$ cat src/rtl/cache_access_ctrl.sv
// Shares a 4-line LRU cache between IF and MEM requesters: arbitrates, looks up, refills misses
// from backing memory, and does write-through/write-allocate stores. Optional CACHE_CTRL_STATS_EN adds hit/miss counters.
module cache_access_ctrl #(
  parameter int ADDR_W = 32,
  parameter int DATA_W = 32,
  parameter int TAG_W  = 2
) (
  input  logic              i_clk,
  input  logic              i_rst,
  input  logic              i_if_req,
  input  logic [ADDR_W-1:0] i_if_addr,
  output logic              o_if_ack,
  output logic [DATA_W-1:0] o_if_rdata,
  input  logic              i_mem_req,
  input  logic              i_mem_we,
  input  logic [ADDR_W-1:0] i_mem_addr,
  input  logic [DATA_W-1:0] i_mem_wdata,
  output logic              o_mem_ack,
  output logic [DATA_W-1:0] o_mem_rdata,
  output logic [TAG_W-1:0]  o_c_tag,
  output logic [DATA_W-1:0] o_c_wdata,
  output logic              o_c_rd_n,
  output logic              o_c_wr_n,
  input  logic              i_c_miss,
  input  logic [DATA_W-1:0] i_c_rdata,
  output logic              o_bm_req,
  output logic              o_bm_we,
  output logic [ADDR_W-1:0] o_bm_addr,
  output logic [DATA_W-1:0] o_bm_wdata,
  input  logic              i_bm_ack,
  input  logic [DATA_W-1:0] i_bm_rdata
`ifdef CACHE_CTRL_STATS_EN
  ,
  output logic [15:0]       o_hit_cnt,
  output logic [15:0]       o_miss_cnt
`endif
);

  typedef enum logic [2:0] {
    S_IDLE, S_LOOKUP, S_RESP, S_FETCH, S_FILL, S_WRMEM, S_WRUPD
  } state_t;

  state_t            r_state, w_next;
  logic              r_gnt_mem;   // current owner: 1=MEM, 0=IF
  logic              r_last_mem;  // last granted requester, for conflict fairness
  logic [ADDR_W-1:0] r_addr;
  logic              r_we;
  logic [DATA_W-1:0] r_wdata;
  logic [DATA_W-1:0] r_fill;
  logic              r_hit;

  logic              w_grant, w_pick_mem, w_resp;
  logic [DATA_W-1:0] w_rdata;

  // On a conflict the requester that did not win last time is served.
  assign w_grant    = i_if_req | i_mem_req;
  assign w_pick_mem = i_mem_req & (~i_if_req | ~r_last_mem);

  always_ff @(posedge i_clk) begin
    if (i_rst) begin
      r_state    <= S_IDLE;
      r_gnt_mem  <= 1'b0;
      r_last_mem <= 1'b0;
      r_addr     <= '0;
      r_we       <= 1'b0;
      r_wdata    <= '0;
      r_fill     <= '0;
      r_hit      <= 1'b0;
    end else begin
      r_state <= w_next;
      if (r_state == S_IDLE && w_grant) begin
        r_gnt_mem  <= w_pick_mem;
        r_last_mem <= w_pick_mem;
        r_addr     <= w_pick_mem ? i_mem_addr : i_if_addr;
        r_we       <= w_pick_mem & i_mem_we;
        r_wdata    <= w_pick_mem ? i_mem_wdata : '0;
      end
      if (r_state == S_LOOKUP) r_hit <= ~i_c_miss;
      if (r_state == S_FETCH && i_bm_ack) r_fill <= i_bm_rdata;
    end
  end

  always_comb begin
    w_next = r_state;
    case (r_state)
      S_IDLE:   if (w_grant) w_next = (w_pick_mem && i_mem_we) ? S_WRMEM : S_LOOKUP;
      S_LOOKUP: w_next = i_c_miss ? S_FETCH : S_RESP;
      S_FETCH:  if (i_bm_ack) w_next = S_FILL;
      S_FILL:   w_next = S_RESP;
      S_WRMEM:  if (i_bm_ack) w_next = S_WRUPD;
      S_WRUPD:  w_next = S_RESP;
      S_RESP:   w_next = S_IDLE;
      default:  w_next = S_IDLE;
    endcase
  end

  // Hit data arrives from the cache read buffer the cycle after the lookup strobe.
  assign w_rdata = r_hit ? i_c_rdata : r_fill;
  assign w_resp  = (r_state == S_RESP);

  always_comb begin
    o_c_rd_n    = (r_state != S_LOOKUP);
    o_c_wr_n    = ~((r_state == S_FILL) | (r_state == S_WRUPD));
    o_c_tag     = r_addr[TAG_W+1:2];
    o_c_wdata   = '0;
    if (r_state == S_FILL)  o_c_wdata = r_fill;
    if (r_state == S_WRUPD) o_c_wdata = r_wdata;
    o_bm_req    = (r_state == S_FETCH) | (r_state == S_WRMEM);
    o_bm_we     = (r_state == S_WRMEM);
    o_bm_addr   = r_addr;
    o_bm_wdata  = r_wdata;
    o_if_ack    = w_resp & ~r_gnt_mem;
    o_mem_ack   = w_resp & r_gnt_mem;
    o_if_rdata  = o_if_ack ? w_rdata : '0;
    o_mem_rdata = (o_mem_ack & ~r_we) ? w_rdata : '0;
  end

`ifdef CACHE_CTRL_STATS_EN
  logic [15:0] r_hit_cnt, r_miss_cnt;

  always_ff @(posedge i_clk) begin
    if (i_rst) begin
      r_hit_cnt  <= '0;
      r_miss_cnt <= '0;
    end else if (r_state == S_LOOKUP) begin
      if (!i_c_miss && r_hit_cnt != 16'hFFFF)  r_hit_cnt  <= r_hit_cnt + 16'd1;
      if (i_c_miss && r_miss_cnt != 16'hFFFF)  r_miss_cnt <= r_miss_cnt + 16'd1;
    end
  end

  assign o_hit_cnt  = r_hit_cnt;
  assign o_miss_cnt = r_miss_cnt;
`endif

endmodule

$ cat config.mk
export PLATFORM = sky130hd
export DESIGN_NAME = cache_access_ctrl
export DESIGN_NICKNAME = d
export VERILOG_FILES = /design/src/rtl/cache_access_ctrl.sv
export SDC_FILE = /design/constraint.sdc
export NUM_CORES = 1
export LEC_CHECK = 0
export CAP_MARGIN = 20
export CORE_AREA = 2 2 130 132
export DETAILED_ROUTE_END_ITERATION = 6
export DIE_AREA = 0 0 132 134
export HOLD_SLACK_MARGIN = 0.1
export PLACE_DENSITY = 0.72
export SYNTH_ARGS = -nofsm -noshare
export SYNTH_HDL_FRONTEND = slang
export SYNTH_SLANG_ARGS = --single-unit
$ cat constraint.sdc
create_clock -name i_clk -period 1.5 [get_ports i_clk]
set_clock_uncertainty 0.05 [all_clocks]
set_input_delay 0.3 -clock i_clk [delete_from_list [all_inputs] [get_ports i_clk]]
set_output_delay 0.3 -clock i_clk [all_outputs]
set_load 0.005 [all_outputs]
==> results.ini, run 1 <==
[drt]
routedWlPerCell_um = 21.0
firstDrtPassIters = 7
drcViolationCount = 0
drt_iter0_drc = 387
avgViaCountPerCell = 5.03
routed-via-count = 6437
antenna_left = 0
wl_mm = 26.9

[cells_and_area]
ff_latch_area_um2 = 2090
syn2layout_area_growth_pct = 129
layout.cells.non_filler = 1280
layout-drive-gt1-share = 0.474
multi_input_area_um2 = 3480
diodes = 0
nFillCells = 1258
nNetsFinal = 1223

[pwr]
power_density_nw_per_um2 = 1030
ir_drop_mv = 0.745
finalPower_w = 0.0119
leakage_nw = 5.59

[synthesis]
ys_top_cells_by_area = dfxtp_1 (41%), mux2i_1 (13%), nand2_1 (7.4%), nor2_1 (7.3%), a222oi_1 (6.4%)
yosysMostFrequentCell = dfxtp_1
syn_nets = 783
synth-edff-count = 0
ys_ff_latch = 102
syn_inst = 616
synth_seq_area_share = 0.408
async_reset_ff_frac = 0
synth_area_leader_cell = dfxtp_1
yosysWarnings = 0
synthTopCellsByCount = dfxtp_1 (102), nand2_1 (99), nor2_1 (98), inv_1 (67), mux2i_1 (64)
syn_area_per_cell_um2 = 8.13
yosysTopAreaCellShare = 0.408
ys_types = 34
ys.flop_type = dfxtp_1
synth_area_um2 = 5010

[global_route]
grt_max_degree = 33
grt_use_total = 0.252
overflow = 0
grt_pass1_vias = 6132
grt_antenna_before_repair = 1
grt_pass1_wl_mm = 34.7

[sta]
max_freq_mhz = 467
hold_viol = 0
min_period_ps = 2140
setup_viol = 202
maxSlewViolCount = 0
rsz0062_at_grt = true
slew_headroom = 0.714
worstMarginPinSlew_ps = 416
min_period_over_period = 1.43
fin_tns_setup_ps = -80410
fin_ws_ps = -642

[floorplanning]
dieArea_um2 = 17700
die_h_um = 134
core_um2 = 16300
die_w_um = 132
fp-row-count = 47
ios = 335
initial_core_util = 0.307

[cts]
cts.sinks = 102
root_buffer = clkbuf_16
path_clk_slew_ps = 70
clock_latency_ps = 350
cts-htree-levels = 3
cts_tree = built
tritoncts.num_buffers = 9
cts.path.max_buffers = 2

[outcome]
violations = negative setup slack
status = finished with violations

[setup_path]
cp.required_ps = 1150
reg2reg_from = r_state[1]
critPathKind = flop to primary output
worstPathArrival_ps = 1790
crit_path_start = r_state[2]
worst-path-max-fanout = 4
start_kind = flop
worst_setup_path_end_kind = primary output

[placement]
dpl.cell_count = 1165
post-place-ws_ps = -606
gp_congestion = 0.803
port-buffer-count = 334
post-dp-hpwl_mm = 15.1

[run]
drv_cap = 0

[worst_hold_path]
min_from = i_rst
hold_path.class = primary input to flop

[path summary, 6_finish.rpt]
check / to / slack, ps / cells past startpoint
min reg2reg: o_bm_addr[29] / 430 / 2
max reg2reg: o_bm_wdata[3] / -480 / 9
max: o_if_rdata[7] / -640 / 7
min: r_state[2] / 280 / 3
[layout by cell type, fill, tap and decap left out, types with 23 or more instances in the layout]
master and n:
a21oi_2 29, a222oi_1 32, a22o_1 33, buf_2 98, buf_4 47, buf_6 54, clkbuf_16 23, clkdlybuf4s50_1 165
dfxtp_1 68, dfxtp_2 30, dlymetal6s2s_1 56, inv_1 66, mux2i_1 34, nand2_1 53, nand2_4 31, nor2_2 41
nor2_4 36
[worst max-delay path, stage by stage, from the launching register on]
cell,delay [ps]
dfxtp_2,330
nand2b_4,140
or3_4,380
buf_12,160
buf_16,130
buf_8,130
nor2_4,70
buf_2,120
[logic make-up after synthesis]
group                  synth area share
AO/OA/AOI/OAI                     0.168
AND/OR/NAND/NOR                   0.182
buffers and inverters             0.114
flip-flops                        0.408
multiplexers                      0.128
[repair_timing]
item                                    CTS  global route
hold buffers                              0             0
pin swaps                                46            70
resized for setup                       552           325
setup buffers                            60            23
endpoints found under the setup margin  234           257
gates cloned                             11            19
[report_power, final]
part / switching (W) / total [W] / leakage (nW) / internal (W)
clock: 0.00107 / 0.00274 / 0.166 / 0.00167
combinational: 0.00234 / 0.00560 / 4.57 / 0.00326
sequential: 0.000308 / 0.00352 / 0.850 / 0.00321
total: 0.00371 / 0.0119 / 5.59 / 0.00814
[cell type report]
| type | count | share of cell area |
|---|---|---|
| clock inverters | 4 | 0.00828 |
| repair buffers | 484 | 0.438 |
| clock buffers | 11 | 0.0211 |
| well taps | 220 | 0.0240 |
| flip-flops and latches | 102 | 0.182 |
| multi-input cells | 391 | 0.304 |
| inverters | 68 | 0.0227 |
[sequential cells by signal, summed over array words and instances, names as in the netlist]
name / cells
r_fill: 32
r_last_mem: 1
r_hit: 1
r_we: 1
o_bm_addr: 32
o_bm_wdata: 32
r_state: 3
[per-layer routing]
layer | vias up | global-route usage | wire length [um]
met5 | - | 0 | 8
met4 | 2 | 0.0984 | 816
met3 | 46 | 0.0684 | 1720
met2 | 272 | 0.442 | 13700
met1 | 3139 | 0.292 | 10600
li1 | 2978 | - | -
[metrics by stage]
step / util / cell area [um^2] / hold WS (ps)
final: 0.705 / 11500 / 280
after global routing: 0.705 / 11500 / 289
after CTS: 0.613 / 9990 / 252
after detailed placement: 0.550 / 8950 / 420
after global placement: 0.550 / 8950 / 409
after floorplan: - / 5170 / 346
No activity file was read; power rests on OpenSTA's default activity.
==> run 2: changes to the inputs <==
--- a/config.mk
+++ b/config.mk
@@ -5,12 +5,12 @@
 export SDC_FILE = /design/constraint.sdc
 export NUM_CORES = 1
 export LEC_CHECK = 0
-export CAP_MARGIN = 20
 export CORE_AREA = 2 2 130 132
 export DETAILED_ROUTE_END_ITERATION = 6
 export DIE_AREA = 0 0 132 134
 export HOLD_SLACK_MARGIN = 0.1
 export PLACE_DENSITY = 0.72
+export SLEW_MARGIN = 25
 export SYNTH_ARGS = -nofsm -noshare
 export SYNTH_HDL_FRONTEND = slang
 export SYNTH_SLANG_ARGS = --single-unit
==> results of run 2 <==
Same layout as run 1: the final DEF is identical, and so are final timing and power.
